File: src/rtl/sa_pkg.sv
// Shared systolic-array definitions: partial-sum width, control encodings and signed saturation.
package sa_pkg;

  localparam int PSUM_MULT = 4;
  localparam int SAT_MAX_W = 64;

  typedef enum logic [1:0] {
    SA_CTRL_IDLE = 2'b00,
    SA_CTRL_LOAD = 2'b01,
    SA_CTRL_COMP = 2'b10
  } sa_ctrl_e;

  // Per-row control carried alongside the skewed data.
  typedef struct packed {
    logic valid;
    logic restart;
  } row_tag_t;

  typedef struct packed {
    logic                 clamped;
    logic [SAT_MAX_W-1:0] value;
  } sat_res_t;

  function automatic int psum_width(input int word_width);
    return PSUM_MULT * word_width;
  endfunction

  // Clamps a sign-extended value into the signed range of out_w bits.
  function automatic sat_res_t sat_signed(input logic signed [SAT_MAX_W-1:0] x,
                                          input int out_w);
    logic signed [SAT_MAX_W-1:0] hi;
    logic signed [SAT_MAX_W-1:0] lo;
    sat_res_t r;
    hi = (64'sd1 <<< (out_w - 1)) - 64'sd1;
    lo = -(64'sd1 <<< (out_w - 1));
    r.clamped = 1'b0;
    r.value   = x;
    if (x > hi) begin
      r.value   = hi;
      r.clamped = 1'b1;
    end else if (x < lo) begin
      r.value   = lo;
      r.clamped = 1'b1;
    end
    return r;
  endfunction

endpackage

File: src/rtl/sa_sync_fifo.sv
// Synchronous FIFO with occupancy count; push and pop may coincide, including when full.
module sa_sync_fifo #(
  parameter  int WIDTH = 8,
  parameter  int DEPTH = 8,
  localparam int AW    = $clog2(DEPTH),
  localparam int CW    = AW + 1
) (
  input  logic             clk,
  input  logic             reset,
  input  logic             push_i,
  input  logic [WIDTH-1:0] push_data_i,
  input  logic             pop_i,
  output logic [WIDTH-1:0] pop_data_o,
  output logic [CW-1:0]    count_o,
  output logic             full_o,
  output logic             empty_o
);

  logic [WIDTH-1:0] mem_q [DEPTH];
  logic [AW-1:0]    wr_ptr_q, wr_ptr_d;
  logic [AW-1:0]    rd_ptr_q, rd_ptr_d;
  logic [CW-1:0]    count_q, count_d;
  logic             do_push, do_pop;

  assign full_o  = (count_q == CW'(DEPTH));
  assign empty_o = (count_q == '0);
  assign do_pop  = pop_i && !empty_o;
  assign do_push = push_i && (!full_o || do_pop);

  // NOTE: every variable gets its default before any condition, so no path leaves one unassigned and no latch is inferred.
  always_comb begin
    wr_ptr_d = wr_ptr_q;
    rd_ptr_d = rd_ptr_q;
    count_d  = count_q;
    if (do_push) wr_ptr_d = wr_ptr_q + AW'(1);
    if (do_pop)  rd_ptr_d = rd_ptr_q + AW'(1);
    case ({do_push, do_pop})
      2'b10:   count_d = count_q + CW'(1);
      2'b01:   count_d = count_q - CW'(1);
      default: count_d = count_q;
    endcase
  end

  // NOTE: state uses non-blocking assignments so every flop samples pre-edge values regardless of statement order.
  always_ff @(posedge clk or posedge reset) begin
    if (reset) begin
      wr_ptr_q <= '0;
      rd_ptr_q <= '0;
      count_q  <= '0;
    end else begin
      wr_ptr_q <= wr_ptr_d;
      rd_ptr_q <= rd_ptr_d;
      count_q  <= count_d;
    end
  end

  // NOTE: storage is deliberately not reset; an entry is only ever visible when the count says it was written.
  always_ff @(posedge clk) begin
    if (do_push) mem_q[wr_ptr_q] <= push_data_i;
  end

  assign pop_data_o = mem_q[rd_ptr_q];
  assign count_o    = count_q;

endmodule

File: src/rtl/sa_output_deskew.sv
// Realigns skewed systolic-array rows, narrows each element and buffers rows for writeback.
// Define SA_DESKEW_SAT_EN for signed saturation; otherwise elements wrap to their low bits.
module sa_output_deskew
  import sa_pkg::*;
#(
  parameter  int ARR_WIDTH  = 4,
  parameter  int WORD_WIDTH = 8,
  parameter  int OUT_WIDTH  = 16,
  parameter  int FIFO_DEPTH = 8,
  parameter  int ROW_W      = 16,
  localparam int PSUM_WIDTH = psum_width(WORD_WIDTH),
  localparam int CNT_W      = $clog2(FIFO_DEPTH) + 1
) (
  input  logic                          clk,
  input  logic                          reset,
  input  logic [PSUM_WIDTH*ARR_WIDTH-1:0] ps_in_vec,
  input  logic                          ps_in_valid,
  input  logic                          frame_start,
  output logic [OUT_WIDTH*ARR_WIDTH-1:0]  out_data,
  output logic [ROW_W-1:0]              out_row,
  output logic                          out_valid,
  input  logic                          out_ready,
  output logic [CNT_W-1:0]              fifo_count,
  output logic                          overflow,
  output logic                          sat_seen,
  input  logic                          err_clear
);

  localparam int LAT     = ARR_WIDTH - 1;
  localparam int DATA_W  = OUT_WIDTH * ARR_WIDTH;
  localparam int ENTRY_W = DATA_W + ROW_W;

  logic                                   frame_pend_q, frame_pend_d;
  row_tag_t                               tag_in, tag_al;
  logic [ARR_WIDTH-1:0][PSUM_WIDTH-1:0]   col_al;
  logic [ARR_WIDTH-1:0][OUT_WIDTH-1:0]    narrow;
  logic [ROW_W-1:0]                       row_cnt_q, row_cnt_d, row_idx;
  logic                                   overflow_q, overflow_d;
  logic                                   row_wr, pop, drop;
  logic                                   fifo_full, fifo_empty;
  logic [ENTRY_W-1:0]                     head;

  // A lone frame_start is remembered until the next row enters the array output.
  assign tag_in.valid   = ps_in_valid;
  assign tag_in.restart = frame_start || frame_pend_q;

  if (LAT == 0) begin : g_tag_direct
    assign tag_al = tag_in;
  end else begin : g_tag_pipe
    row_tag_t tag_q [LAT];
    always_ff @(posedge clk or posedge reset) begin
      if (reset) begin
        for (int i = 0; i < LAT; i++) tag_q[i] <= '0;
      end else begin
        tag_q[0] <= tag_in;
        for (int i = 1; i < LAT; i++) tag_q[i] <= tag_q[i-1];
      end
    end
    assign tag_al = tag_q[LAT-1];
  end

  // Column c waits ARR_WIDTH-1-c cycles; data needs no reset because the tag line qualifies it.
  for (genvar c = 0; c < ARR_WIDTH; c++) begin : g_col
    localparam int DLY = ARR_WIDTH - 1 - c;
    logic [PSUM_WIDTH-1:0] col_in;
    assign col_in = ps_in_vec[c*PSUM_WIDTH +: PSUM_WIDTH];
    if (DLY == 0) begin : g_direct
      assign col_al[c] = col_in;
    end else begin : g_pipe
      logic [PSUM_WIDTH-1:0] pipe_q [DLY];
      always_ff @(posedge clk) begin
        pipe_q[0] <= col_in;
        for (int i = 1; i < DLY; i++) pipe_q[i] <= pipe_q[i-1];
      end
      assign col_al[c] = pipe_q[DLY-1];
    end
  end

`ifdef SA_DESKEW_SAT_EN
  logic [ARR_WIDTH-1:0] clamp;
  logic                 sat_seen_q, sat_seen_d;

  for (genvar c = 0; c < ARR_WIDTH; c++) begin : g_narrow
    sat_res_t res;
    assign res       = sat_signed(SAT_MAX_W'(signed'(col_al[c])), OUT_WIDTH);
    assign narrow[c] = res.value[OUT_WIDTH-1:0];
    assign clamp[c]  = res.clamped;
    if (OUT_WIDTH < SAT_MAX_W) begin : g_hi
      logic unused_hi;
      assign unused_hi = ^res.value[SAT_MAX_W-1:OUT_WIDTH];
    end
  end

  assign sat_seen_d = (sat_seen_q && !err_clear) || (row_wr && (|clamp));

  always_ff @(posedge clk or posedge reset) begin
    if (reset) sat_seen_q <= 1'b0;
    else       sat_seen_q <= sat_seen_d;
  end

  assign sat_seen = sat_seen_q;
`else
  for (genvar c = 0; c < ARR_WIDTH; c++) begin : g_narrow
    assign narrow[c] = col_al[c][OUT_WIDTH-1:0];
    if (OUT_WIDTH < PSUM_WIDTH) begin : g_hi
      logic unused_hi;
      assign unused_hi = ^col_al[c][PSUM_WIDTH-1:OUT_WIDTH];
    end
  end

  assign sat_seen = 1'b0;
`endif

  // Rows are numbered at write time; dropped rows still consume an index.
  assign row_wr  = tag_al.valid;
  assign row_idx = tag_al.restart ? '0 : row_cnt_q;
  assign pop     = out_valid && out_ready;
  assign drop    = row_wr && fifo_full && !pop;

  always_comb begin
    row_cnt_d    = row_cnt_q;
    frame_pend_d = frame_pend_q;
    if (row_wr) row_cnt_d = row_idx + ROW_W'(1);
    if (ps_in_valid)      frame_pend_d = 1'b0;
    else if (frame_start) frame_pend_d = 1'b1;
    overflow_d = (overflow_q && !err_clear) || drop;
  end

  always_ff @(posedge clk or posedge reset) begin
    if (reset) begin
      row_cnt_q    <= '0;
      frame_pend_q <= 1'b0;
      overflow_q   <= 1'b0;
    end else begin
      row_cnt_q    <= row_cnt_d;
      frame_pend_q <= frame_pend_d;
      overflow_q   <= overflow_d;
    end
  end

  sa_sync_fifo #(
    .WIDTH (ENTRY_W),
    .DEPTH (FIFO_DEPTH)
  ) u_fifo (
    .clk         (clk),
    .reset       (reset),
    .push_i      (row_wr),
    .push_data_i ({row_idx, narrow}),
    .pop_i       (pop),
    .pop_data_o  (head),
    .count_o     (fifo_count),
    .full_o      (fifo_full),
    .empty_o     (fifo_empty)
  );

  assign out_valid = !fifo_empty;
  assign out_data  = out_valid ? head[DATA_W-1:0] : '0;
  assign out_row   = out_valid ? head[ENTRY_W-1:DATA_W] : '0;
  assign overflow  = overflow_q;

endmodule

File: config.mk
export PLATFORM = sky130hd
export DESIGN_NAME = sa_output_deskew
export DESIGN_NICKNAME = d
export VERILOG_FILES = /design/src/rtl/sa_pkg.sv /design/src/rtl/sa_sync_fifo.sv /design/src/rtl/sa_output_deskew.sv
export SDC_FILE = /design/constraint.sdc
export NUM_CORES = 1
export LEC_CHECK = 0
export ABC_AREA = 1
export CAP_MARGIN = 20
export CELL_PAD_IN_SITES_DETAIL_PLACEMENT = 1
export CELL_PAD_IN_SITES_GLOBAL_PLACEMENT = 1
export CORE_MARGIN = 2
export CORE_UTILIZATION = 40
export CTS_BUF_LIST = sky130_fd_sc_hd__clkbuf_8
export DETAILED_ROUTE_END_ITERATION = 8
export PLACE_DENSITY = 0.77
export SYNTH_ARGS = -nofsm -noshare
export SYNTH_HDL_FRONTEND = slang
export SYNTH_HIERARCHICAL = 1
export SYNTH_SLANG_ARGS = --single-unit
File: constraint.sdc
create_clock -name clk -period 11.68 [get_ports clk]
set_clock_uncertainty 0.2 [all_clocks]
set_input_delay 2.336 -clock clk [delete_from_list [all_inputs] [get_ports clk]]
set_output_delay 2.336 -clock clk [all_outputs]
set_load 0.05 [all_outputs]
======== After elaboration in Yosys (flattened, before gate mapping) ========
Memories as Yosys holds them, arrays and structs flattened.
Index checks and enable logic that the tools add are counted.
operators by class
  muxes and demuxes ....................... 8
  $add $sub $neg .......................... 5
  reductions and logical operators ........ 16
  equal/unequal tests ..................... 3
operators with widths
  kind                     count
  $mux W64                 1
  $mux W16                 2
  $add A16 B1 Y16 const B  1
  $pmux W4 S2              1
  $add A3 B1 Y3 const B    2
  $logic_and A1 B1 Y1      6
  $add A4 B1 Y4 const B    1
  $eq A4 B4 Y1 const B     1
  $logic_not A1 Y1         4
  $logic_not A4 Y1         1
  $mux W1                  4
  $reduce_bool A2 Y1       2
  $sub A4 B1 Y4 const B    1
  $logic_or A1 B1 Y1       3
  $eq A2 B1 Y1 const B     1
  $eq A2 B2 Y1 const B     1
storage, ports and cells
  RAM bits ................................ 832
  memories ................................ 4
  register bits after elaboration ......... 34
  logic and storage cells ................. 48
memories
  name                    depth  width  rd ports  clocked after Yosys merged registers in  wr ports  RTL line                text
  u_fifo.mem_q            8      80     1         0                                        1         sa_sync_fifo.sv:19      logic [WIDTH-1:0] mem_q [DEPTH];
  g_col[0].g_pipe.pipe_q  3      32     3         0                                        3         sa_output_deskew.sv:70  logic [PSUM_WIDTH-1:0] pipe_q [DLY];
  g_col[1].g_pipe.pipe_q  2      32     2         0                                        2         sa_output_deskew.sv:70
  g_col[2].g_pipe.pipe_q  1      32     1         0                                        1         sa_output_deskew.sv:70

======== Longest topological paths before layout ========
  depth in word-level cells ............... 8
  depth in mapped cells ................... 15

======== By module ========
Netlist, hierarchy kept.
by module, submodules not included
  module            sequential area each (µm²)  times used  cells each  area each (µm²)
  sa_sync_fifo      19468.7                     1           1871        25418.1
  sa_output_deskew  2522.4                      1           426         3838.7

======== Worst setup path after synthesis ========
Ideal clock, no wire load.
  path kind ............................... input-to-reg
  start ................................... in out_ready
  end ..................................... mem u_fifo/mem_q[3][0] in the netlist's numbering, enable pin
  data arrival time ....................... 8.807 ns
  stages .................................. 6
  setup slack ............................. 2.040 ns
  buffers on the path ..................... 0
  cell sequence ........................... inv_1 -> nor2_1 -> nand2_1 -> nand2_1 -> nand2_1 -> nor3b_1
on the way
  word-level cells in the longest chain between the ends .. 6
ends and longest elaborated chain
  item                           RTL line                 text
  start, declared                sa_output_deskew.sv:22   input logic out_ready,
  $logic_and A1 B1 Y1            sa_output_deskew.sv:117  assign pop = out_valid && out_ready;
  named net pop                  sa_output_deskew.sv:39   logic row_wr, pop, drop;
  $logic_and A1 B1 Y1            sa_sync_fifo.sv:27       assign do_pop = pop_i && !empty_o;
  $logic_or A1 B1 Y1             sa_sync_fifo.sv:28       assign do_push = push_i && (!full_o || do_pop);
  $logic_and A1 B1 Y1            sa_sync_fifo.sv:28
  $mux W1                        sa_sync_fifo.sv:59       if (do_push) mem_q[wr_ptr_q] <= push_data_i;
  $mux W1 (implied by the code)  sa_sync_fifo.sv:59
  end, declared                  sa_sync_fifo.sv:19
The timed path passes the listed nets, and every way through them passes these cells.

======== Worst setup path in the final report ========
  start ................................... reg u_fifo.rd_ptr_q[0]
  end ..................................... out out_data[0]
on the way
  word-level cells in the longest chain between the ends .. 2
ends and longest elaborated chain
  item                    RTL line                 text
  start, declared         sa_sync_fifo.sv:21       logic [AW-1:0] rd_ptr_q, rd_ptr_d;
  start signal, assigned  sa_sync_fifo.sv:52       rd_ptr_q <= rd_ptr_d;
  $mem_v2 Z8 W80          -
  named net head[0]       sa_output_deskew.sv:41   logic [ENTRY_W-1:0] head;
  $mux W64                sa_output_deskew.sv:157  assign out_data = out_valid ? head[DATA_W-1:0] : '0;
  end, declared           sa_output_deskew.sv:19   output logic [OUT_WIDTH*ARR_WIDTH-1:0] out_data,
The timed path passes the listed nets, and every way through them passes these cells.

==> results.py <==
metrics = {
    "yosys": {
        "yosys.area.top_type": "edfxtp_1",
        "yosysWarnings": 6,
        "synth.net_count": 2437,
        "synth_cell_types": 34,
        "synth_area_um2": 29300,
        "synth.avg_cell_area_um2": 12.7,
        "synth_top_area_frac": 0.657,
        "syn-instance-count": 2297,
        "ys_ff_latch": 770,
        "yosysSeqAreaShare": 0.752,
        "ys_top_cells_by_area": "edfxtp_1 (66%), dfxtp_1 (6.6%), nor2_1 (5.5%)",
    },
    "setup_path": {
        "worstSetupPathType": "reg2out",
        "cp-start-kind": "register",
        "endpoint_kind": "output port",
        "critical_path_required_ns": 9.14,
        "cp.arrival_ns": 4.99,
        "crit_fanout": 98,
    },
    "timing": {
        "min_period_ns": 7.53,
        "worstMarginPinSlew_ns": 1.09,
        "hold_violations": 0,
        "hold_slack_ns": 0.120,
        "fmax_mhz": 133,
        "setup_viol": 0,
        "slew_headroom": 0.270,
        "min_period_over_period": 0.644,
        "setup_tns_ns": 0,
        "slew_violations": 0,
        "fin_ws_ns": 4.15,
        "rsz0062_at_grt": "no",
    },
    "route": {
        "ant_nets": 0,
        "drc_errors": 0,
        "dr.pass1.iters": 5,
        "routed_wl_mm": 73.3,
        "via_per_inst": 5.19,
        "drt_iter0_markers": 1004,
        "num_vias": 18400,
        "wl_per_cell_um": 20.6,
    },
    "power": {
        "power_per_cell_area_nw_per_um2": 283,
        "sw_frac_of_total": 0.420,
        "vdd_drop_max_v": 0.000204,
        "switchingPower_w": 0.00406,
        "leakage_nw": 12.6,
        "power.share.clock": 0.234,
        "power.share.combinational": 0.398,
        "power.total_w": 0.00966,
        "p_int_w": 0.00561,
        "power_frac_seq": 0.369,
    },
    "global_route": {
        "grt_pass1_wl_mm": 113,
        "grt_max_degree": 99,
        "grt-ovfl-total": 0,
        "grtUsageTotal": 0.197,
        "antenna_found_initial": 1,
        "grt_pass1_vias": 20300,
    },
    "cts": {
        "cts_tree": "built",
        "cts_setup_buffers": 0,
        "clockBufferDepth": 3,
        "clk_latency_ns": 0.78,
        "root_buffer": "clkbuf_8",
        "clk_pin_slew_worst_paths_ns": 0.06,
        "cts_made_buffers": 131,
        "cts_resized": 0,
        "clock_sinks": 770,
        "htreeDepth": 4,
        "hold_buffers": 0,
    },
    "place": {
        "gp_congestion": 0.751,
        "dp_hpwl_mm": 38.2,
        "pre_cts_ws_ns": 4.94,
        "portBuffers": 155,
        "place_area_um2": 31600,
    },
    "floorplanning": {
        "core_area_um2": 72700,
        "start_util": 0.402,
        "die_area_um2": 75300,
        "die_h_um": 274,
        "row_count": 99,
        "num_io_pins": 221,
        "dieWidth_um": 274,
    },
    "cells_and_area": {
        "multiInputGateArea_um2": 6210,
        "nets": 2626,
        "fill_cells": 7482,
        "syn_to_final_growth_pct": 16.7,
        "regArea_um2": 22000,
        "drive_above_1_share": 0.0879,
        "finalInstanceArea_um2": 34100,
    },
    "worst_hold_path": {
        "hp-class": "reg2reg",
    },
    "flow_run": {
        "maxCapViolCount": 0,
    },
    "status": {
        "status": "completed",
    },
}
[kinds of logic (layout without fill, tap and decap cells)]
logic type      count (synthesis)  count (layout)  share of synthesized area
flops                         770             770                      0.752
mux                            81              81                     0.0278
fa+ha+maj                       6               6                    0.00282
simple gates                  764             764                      0.102
other cells                     1               2                   0.000128
xor+xnor                       13              13                    0.00389
compound gates                412             412                     0.0739
buf+inv                       250             547                     0.0377
[synthesized netlist by cell type, drive strengths merged]
master and number:
a21oi 5, buf 59, clkbuf 68, conb 1, dfrtp 34, dfxtp 96, edfxtp 640, fa 1
ha 5, inv 123, mux2 1, mux2i 80, nand2 297, nand3 19, nand3b 2, nand4 3
nor2 439, nor3 1, nor3b 3, o21ai 326, o22ai 81, xnor2 2, xor2 11
[path summary, 6_finish.rpt]
path,start,end,slack [ns],cells after the start
worst max-delay path,u_fifo/rd_ptr_q[0],out_data[0],4.15,9
worst min-delay path,g_col[0].g_pipe.pipe_q[0][46],g_col[0].g_pipe.pipe_q[0][78],0.12,0
worst max register to register,u_fifo/count_o[0],u_fifo/mem_q[0][66],7.40,10
worst min register to register,g_col[0].g_pipe.pipe_q[0][46],g_col[0].g_pipe.pipe_q[0][78],0.12,0
max in group asynchronous,reset,u_fifo/rd_ptr_q[2],9.27,2
min in group asynchronous,reset,overflow,1.60,2
[worst max-delay path, cell delays in order (launching register included)]
cell	delay (ns)
dfrtp_4	0.85
inv_6	0.74
buf_4	0.79
o21ai_0	0.26
o21ai_1	0.13
nand2_1	0.07
nand2_1	0.09
inv_1	0.10
nor2_1	0.13
clkdlybuf4s50_1	0.82
[power by group through the flow]
stage                     sequential, W  clock (W)  combinational, W
final                           0.00356    0.00226           0.00384
after global routing            0.00359    0.00244           0.00415
after CTS                       0.00356    0.00232           0.00388
after detailed placement        0.00362          0           0.00385
after global placement          0.00359          0           0.00372
after floorplan                 0.00352          0           0.00269
[per-layer routing]
layer | up-vias | global-route usage | wire [um]
met1 | 9421 | 0.238 | 30700
met4 | 0 | 0.0878 | 2280
li1 | 8418 | - | -
met3 | 148 | 0.0387 | 3120
met5 | - | 0 | 0
met2 | 446 | 0.341 | 37200
[per-stage QoR]
| stage | utilization | std cells |
|---|---|---|
| finish | 0.469 | 3554 |
| global route | 0.469 | 3554 |
| CTS | 0.469 | 3552 |
| detailed placement | 0.435 | 3311 |
| global placement | 0.435 | 3311 |
| floorplan | - | 2297 |
[layout make-up]
class                      instances  area share
sequential                       770       0.645
clock buffer                     143      0.0577
tap                              959      0.0352
multi-input combinational       1277       0.182
inverter                         123      0.0137
timing repair buffer             183      0.0522
clock inverter                    98      0.0146
antenna                            1   0.0000733
[sequential cells by signal (all words and copies together) (netlist names)]
name and flops:
u_fifo/mem_q 640, g_col.g_pipe.pipe_q 96, row_cnt_q 16, g_tag_pipe.tag_q 5
u_fifo/count_o 4, u_fifo/rd_ptr_q 3, u_fifo/wr_ptr_q 3, frame_pend_q 1
overflow 1, row_wr 1
[cell usage in the layout, fill, tap and decap left out, types with 27 or more instances in the layout]
cell type	n
mux2i_1	80
dfxtp_1	96
o21ai_1	73
dfrtp_1	31
o21ai_0	253
clkdlybuf4s50_1	155
nor2_1	426
inv_1	174
clkbuf_8	143
edfxtp_1	640
o22ai_1	81
buf_4	27
nand2_1	292
Note: power is estimated with default switching activity, not from simulation.
